==> src/rtl/mse_pkg.sv <==
// Shared types and widths for the MSE accumulator: FSM state encoding and
// the default datapath widths derived from the FIR output word length.
package mse_pkg;

    localparam int DATA_WL_DEF  = 12;
    localparam int DIFF_WL      = DATA_WL_DEF + 1;
    localparam int SQ_WL        = 2 * DIFF_WL;
    localparam int ACC_WL       = 64;
    localparam int DRAIN_CYCLES = 2;

    typedef enum logic [2:0] {
        IDLE,
        FLUSH,
        ACCUM,
        DRAIN,
        DONE
    } state_t;

endpackage

==> src/rtl/mse_sq_pipe.sv <==
// Two-stage difference/square pipeline: signed difference of the two FIR
// streams, then its square, each stage carrying its own valid bit.
module mse_sq_pipe
    import mse_pkg::*;
#(
    parameter int DATA_WL = DATA_WL_DEF
) (
    input  logic                         clk,
    input  logic                         rstn,
    input  logic                         vld_p0,
    input  logic signed [DATA_WL-1:0]    data_in,
    input  logic signed [DATA_WL-1:0]    data_ref,
    output logic [2*(DATA_WL+1)-1:0]     sq_p2,
    output logic                         vld_p2
);

    localparam int DIFF_W = DATA_WL + 1;
    localparam int SQ_W   = 2 * DIFF_W;

    logic signed [DIFF_W-1:0] diff_p1;
    logic                     vld_p1;
    logic signed [SQ_W-1:0]   diff_ext;
    logic signed [SQ_W-1:0]   sq_full;

    // Square is always non-negative and fits SQ_W bits, so the signed
    // product can be reinterpreted as unsigned without loss.
    assign diff_ext = SQ_W'(diff_p1);
    assign sq_full  = diff_ext * diff_ext;

    // stage p0 -> p1: widened difference
    always_ff @(posedge clk or negedge rstn) begin
        if (!rstn) begin
            diff_p1 <= '0;
            vld_p1  <= 1'b0;
        end else begin
            diff_p1 <= DIFF_W'(data_in) - DIFF_W'(data_ref);
            vld_p1  <= vld_p0;
        end
    end

    // stage p1 -> p2: square
    always_ff @(posedge clk or negedge rstn) begin
        if (!rstn) begin
            sq_p2  <= '0;
            vld_p2 <= 1'b0;
        end else begin
            sq_p2  <= $unsigned(sq_full);
            vld_p2 <= vld_p1;
        end
    end

endmodule

==> src/rtl/mse_accumulator.sv <==
// Mean squared error between DUT and reference FIR outputs over a window of
// 2^LOG2_N samples, taken after SETTLE flush cycles; one result per start.
module mse_accumulator
    import mse_pkg::*;
#(
    parameter int DATA_WL = DATA_WL_DEF,
    parameter int LOG2_N  = 16,
    parameter int SETTLE  = 32
) (
    input  logic                      clk,
    input  logic                      rstn,
    input  logic                      start,
    input  logic signed [DATA_WL-1:0] data_in,
    input  logic signed [DATA_WL-1:0] data_ref,
    output logic [ACC_WL-1:0]         mse_data,
    output logic                      mse_valid,
    output logic                      busy
);

    localparam int SQ_W      = 2 * (DATA_WL + 1);
    localparam int N_SAMPLES = 2 ** LOG2_N;
    localparam int CNT_MAX_A = (SETTLE > N_SAMPLES) ? SETTLE : N_SAMPLES;
    localparam int CNT_MAX   = (CNT_MAX_A > DRAIN_CYCLES) ? CNT_MAX_A : DRAIN_CYCLES;
    localparam int CNT_W     = $clog2(CNT_MAX + 1);

    localparam logic [CNT_W-1:0] SETTLE_LAST = CNT_W'((SETTLE > 0) ? SETTLE - 1 : 0);
    localparam logic [CNT_W-1:0] ACCUM_LAST  = CNT_W'(N_SAMPLES - 1);
    localparam logic [CNT_W-1:0] DRAIN_LAST  = CNT_W'(DRAIN_CYCLES);
    localparam state_t           START_STATE = (SETTLE > 0) ? FLUSH : ACCUM;

    function automatic logic [ACC_WL-1:0] sat_add(input logic [ACC_WL-1:0] a,
                                                  input logic [SQ_W-1:0]   b);
        logic [ACC_WL:0] sum;
        sum = {1'b0, a} + (ACC_WL+1)'(b);
        return sum[ACC_WL] ? '1 : sum[ACC_WL-1:0];
    endfunction

    state_t             state_q, state_d;
    logic [CNT_W-1:0]   cnt_q, cnt_d;
    logic               acc_clr;
    logic               res_load;
    logic               vld_p0;
    logic [SQ_W-1:0]    sq_p2;
    logic               vld_p2;
    logic [ACC_WL-1:0]  acc_q;

    assign vld_p0    = (state_q == ACCUM);
    assign mse_valid = (state_q == DONE);
    assign busy      = (state_q == FLUSH) || (state_q == ACCUM) || (state_q == DRAIN);

    always_ff @(posedge clk or negedge rstn) begin
        if (!rstn) begin
            state_q <= IDLE;
            cnt_q   <= '0;
        end else begin
            state_q <= state_d;
            cnt_q   <= cnt_d;
        end
    end

    // DRAIN holds until the last square has landed in acc, so the result
    // is loaded from a settled accumulator on the DRAIN -> DONE edge.
    always_comb begin
        state_d  = state_q;
        cnt_d    = cnt_q;
        acc_clr  = 1'b0;
        res_load = 1'b0;
        case (state_q)
            IDLE, DONE: begin
                if (start) begin
                    state_d = START_STATE;
                    cnt_d   = '0;
                    acc_clr = 1'b1;
                end
            end
            FLUSH: begin
                if (cnt_q == SETTLE_LAST) begin
                    state_d = ACCUM;
                    cnt_d   = '0;
                end else begin
                    cnt_d = cnt_q + CNT_W'(1);
                end
            end
            ACCUM: begin
                if (cnt_q == ACCUM_LAST) begin
                    state_d = DRAIN;
                    cnt_d   = '0;
                end else begin
                    cnt_d = cnt_q + CNT_W'(1);
                end
            end
            DRAIN: begin
                if (cnt_q == DRAIN_LAST) begin
                    state_d  = DONE;
                    cnt_d    = '0;
                    res_load = 1'b1;
                end else begin
                    cnt_d = cnt_q + CNT_W'(1);
                end
            end
            default: begin
                state_d = IDLE;
                cnt_d   = '0;
            end
        endcase
    end

    mse_sq_pipe #(
        .DATA_WL (DATA_WL)
    ) u_sq_pipe (
        .clk      (clk),
        .rstn     (rstn),
        .vld_p0   (vld_p0),
        .data_in  (data_in),
        .data_ref (data_ref),
        .sq_p2    (sq_p2),
        .vld_p2   (vld_p2)
    );

    // stage p2 -> accumulator and result register
    always_ff @(posedge clk or negedge rstn) begin
        if (!rstn) begin
            acc_q    <= '0;
            mse_data <= '0;
        end else begin
            if (acc_clr) begin
                acc_q <= '0;
            end else if (vld_p2) begin
                acc_q <= sat_add(acc_q, sq_p2);
            end
            if (res_load) begin
                mse_data <= acc_q >> LOG2_N;
            end
        end
    end

endmodule

==> config.mk <==
export PLATFORM = sky130hd
export DESIGN_NAME = mse_accumulator
export DESIGN_NICKNAME = d
export VERILOG_FILES = /design/src/rtl/mse_pkg.sv /design/src/rtl/mse_sq_pipe.sv /design/src/rtl/mse_accumulator.sv
export SDC_FILE = /design/constraint.sdc
export NUM_CORES = 1
export LEC_CHECK = 0
export CAP_MARGIN = 5
export CORE_ASPECT_RATIO = 1.5
export CORE_MARGIN = 4
export CORE_UTILIZATION = 35
export DETAILED_ROUTE_END_ITERATION = 7
export PLACE_DENSITY = 0.51
export SLEW_MARGIN = 20
export SYNTH_ARGS = -nofsm -noshare
export SYNTH_HDL_FRONTEND = slang
export SYNTH_SLANG_ARGS = --single-unit
==> constraint.sdc <==
create_clock -name clk -period 12.5 [get_ports clk]
set_clock_uncertainty 0.2 [all_clocks]
set_input_delay 2.5 -clock clk [delete_from_list [all_inputs] [get_ports clk]]
set_output_delay 2.5 -clock clk [all_outputs]
set_load 0.01 [all_outputs]
==> impl_metrics.py <==
metrics = {
    "status": {
        "status": "finished, final reports clean",
    },
    "route": {
        "wl_met1_um": 13700,
        "drt_iter0_drc": 497,
        "wl_met2_um": 18700,
        "routed_wirelength_um": 33600,
        "drc_errors": 0,
        "top_layer": "met4",
        "vias": 10800,
        "wl_per_cell_um": 15.6,
        "met3_length_um": 707,
        "drt_pass1_iterations": 6,
        "antenna_left": 0,
        "viasPerCell": 4.99,
    },
    "sta": {
        "fmax_mhz": 150,
        "hold_violations": 0,
        "slew_viol_final": 0,
        "worstMarginPinSlew_ns": 1.10,
        "rsz0062_at_grt": "false",
        "setup_viol": 0,
        "setup_tns_ns": 0,
        "relSlewSlack_pct": 25.9,
        "finalCritPeriodShare_pct": 53.4,
        "period_needed_ns": 6.67,
    },
    "clocking": {
        "clk_latency_ns": 0.45,
        "cts_htree_levels": 4,
        "clock_sinks": 172,
        "ctsHoldBuffers": 0,
        "cts_setup_buffers": 0,
        "cts_buffers": 17,
        "clk_pin_slew_ns": 0.07,
        "cts_resized": 0,
        "cts_buffer_depth": 2,
        "cts_tree": "built",
        "root_buffer": "clkbuf_16",
    },
    "critical_path": {
        "worstSetupPathType": "reg2reg",
        "worstSetupEndpointType": "flip-flop",
        "cp.arrival_ns": 6.85,
        "required_ns": 12.67,
        "cp_max_fo": 17,
        "cp-start-kind": "flip-flop",
    },
    "cells_and_area": {
        "final_common_cell": "inv_1",
        "layout-drive-gt1-share_pct": 6.99,
        "multi_input_area_um2": 9420,
        "insertedDiodeCount": 0,
        "final_nets": 1859,
        "syn_to_final_growth_pct": 12.3,
        "ff_latch_area_um2": 4310,
        "most-common-layout-cells": "218 x inv_1, 171 x dfrtp_1, 144 x fa_1",
        "fillers": 4194,
    },
    "synth": {
        "synth_seq_cells": 172,
        "synth_cells": 1526,
        "seq_area_frac_synth_pct": 29.0,
        "netlist-cell-type-count": 71,
        "syn-cell-area_um2": 14800,
        "ys_warn_count": 0,
        "async_flop_share_pct": 100,
        "syn_area_per_cell_um2": 9.71,
        "synth_ff_type": "dfrtp_1",
        "synth_edf_count": 0,
    },
    "grt": {
        "grt-ovfl-total": 0,
        "antenna_found_initial": 0,
        "grt_max_degree": 70,
        "grt_usage_pct": 15.2,
        "grt_pass1_wl_um": 56600,
        "grt_pass1_vias": 11300,
    },
    "placed_design": {
        "port-buffer-count": 76,
        "dp_hpwl_um": 26400,
        "globalplace.congestion": 0.803,
    },
    "floorplanning": {
        "die_w_um": 176,
        "die_area_um2": 45800,
        "rows": 92,
        "dieHeight_um": 260,
        "pin_count": 93,
        "core_area_um2": 41900,
        "start_util_pct": 35.4,
    },
    "hold_path": {
        "hold_path_class": "reg2reg",
    },
    "flow_run": {
        "drv_cap": 0,
    },
}
[per-stage QoR]
stage	hold slack, ns	cell area [µm²]	cells	util [%]	worst slack (ns)
CTS	0.161	16600	2153	39.7	5.81
floorplan	0.131	14900	1541	-	6.52
global placement	0.138	16100	2121	38.4	5.93
global route	0.181	16600	2153	39.7	5.43
detailed placement	0.148	16100	2121	38.4	5.83
finish	0.155	16600	2153	39.7	5.83
[critical path, cell delays in order, from the launching register on]
cell and delay [ns]:
dfrtp_1 0.70, nand2_1 0.23, fa_1 0.55, fa_1 0.54, inv_1 0.05, fa_1 0.46
fa_1 0.48, inv_1 0.05, fa_1 0.52, inv_1 0.04, ha_1 0.29, ha_1 0.23
or3_1 0.40, a2111oi_1 0.61, o21ai_0 0.25, a31oi_1 0.36, a311oi_1 0.19, o21a_1 0.20
nor2_1 0.11, xnor2_1 0.12
[cells by family after synthesis]
| kind of cell | count (synthesis) | share of synthesized area [%] |
|---|---|---|
| buf+inv | 288 | 7.88 |
| compound gates | 316 | 13.6 |
| xor+xnor | 60 | 3.54 |
| simple gates | 382 | 13.1 |
| other cells | 1 | 0.0253 |
| mux | 51 | 3.87 |
| flops | 172 | 29.0 |
| fa+ha+maj | 256 | 28.9 |
[layer usage]
layer,vias to the layer above,global-route usage [%]
met3,36,2.06
li1,5247,-
met5,-,0
met4,0,3.92
met2,127,29.2
met1,5343,17.4
[path summary, 6_finish.rpt]
kind                                      startpoint                  end  slack [ns]  cells after the start
worst min-delay path                u_sq_pipe.vld_p1     u_sq_pipe.vld_p2        0.16                      0
worst max register to register  u_sq_pipe.diff_p1[1]  u_sq_pipe.sq_p2[24]        5.83                     19
min in group asynchronous                       rstn         mse_data[37]        1.79                      1
worst max-delay path            u_sq_pipe.diff_p1[1]  u_sq_pipe.sq_p2[24]        5.83                     19
max in group asynchronous                       rstn  u_sq_pipe.sq_p2[12]        8.35                      3
worst min register to register      u_sq_pipe.vld_p1     u_sq_pipe.vld_p2        0.16                      0
[cell usage after synthesis, drive strengths merged (16+ instances only)]
| cell type | instances | area share (%) |
|---|---|---|
| ha | 112 | 9.5 |
| and3 | 34 | 1.4 |
| a21o | 17 | 0.86 |
| fa | 144 | 19 |
| and2 | 42 | 1.8 |
| dfrtp | 172 | 29 |
| nor2 | 70 | 1.8 |
| nand3 | 28 | 0.98 |
| buf | 32 | 1.4 |
| a21oi | 66 | 2.3 |
| nor2b | 22 | 0.93 |
| inv | 218 | 5.5 |
| a211oi | 16 | 0.81 |
| nor3 | 39 | 1.4 |
| o21ai | 94 | 3.2 |
| mux2 | 50 | 3.8 |
| xnor2 | 45 | 2.7 |
| a31oi | 41 | 1.7 |
| clkbuf | 37 | 0.94 |
| nand2 | 96 | 2.4 |
[cell type report]
type | instances | share of cell area, %
Multi-Input combinational cell | 1081 | 56.6
Sequential cell | 172 | 25.9
Timing Repair Buffer | 85 | 4.98
Inverter | 219 | 4.94
Tap cell | 564 | 4.24
Clock buffer | 24 | 2.89
Clock inverter | 8 | 0.489
[registers in the layout, indices dropped and copies added, names as in the netlist]
signal             count
acc_q                 64
state_q                3
mse_data              48
u_sq_pipe.diff_p1     13
u_sq_pipe.vld_p1       1
cnt_q                 17
u_sq_pipe.sq_p2       25
u_sq_pipe.vld_p2       1
Power is left out: the tool's default activity adds up to more than one toggle a clock period on the data nets, which glitch-free logic cannot reach.
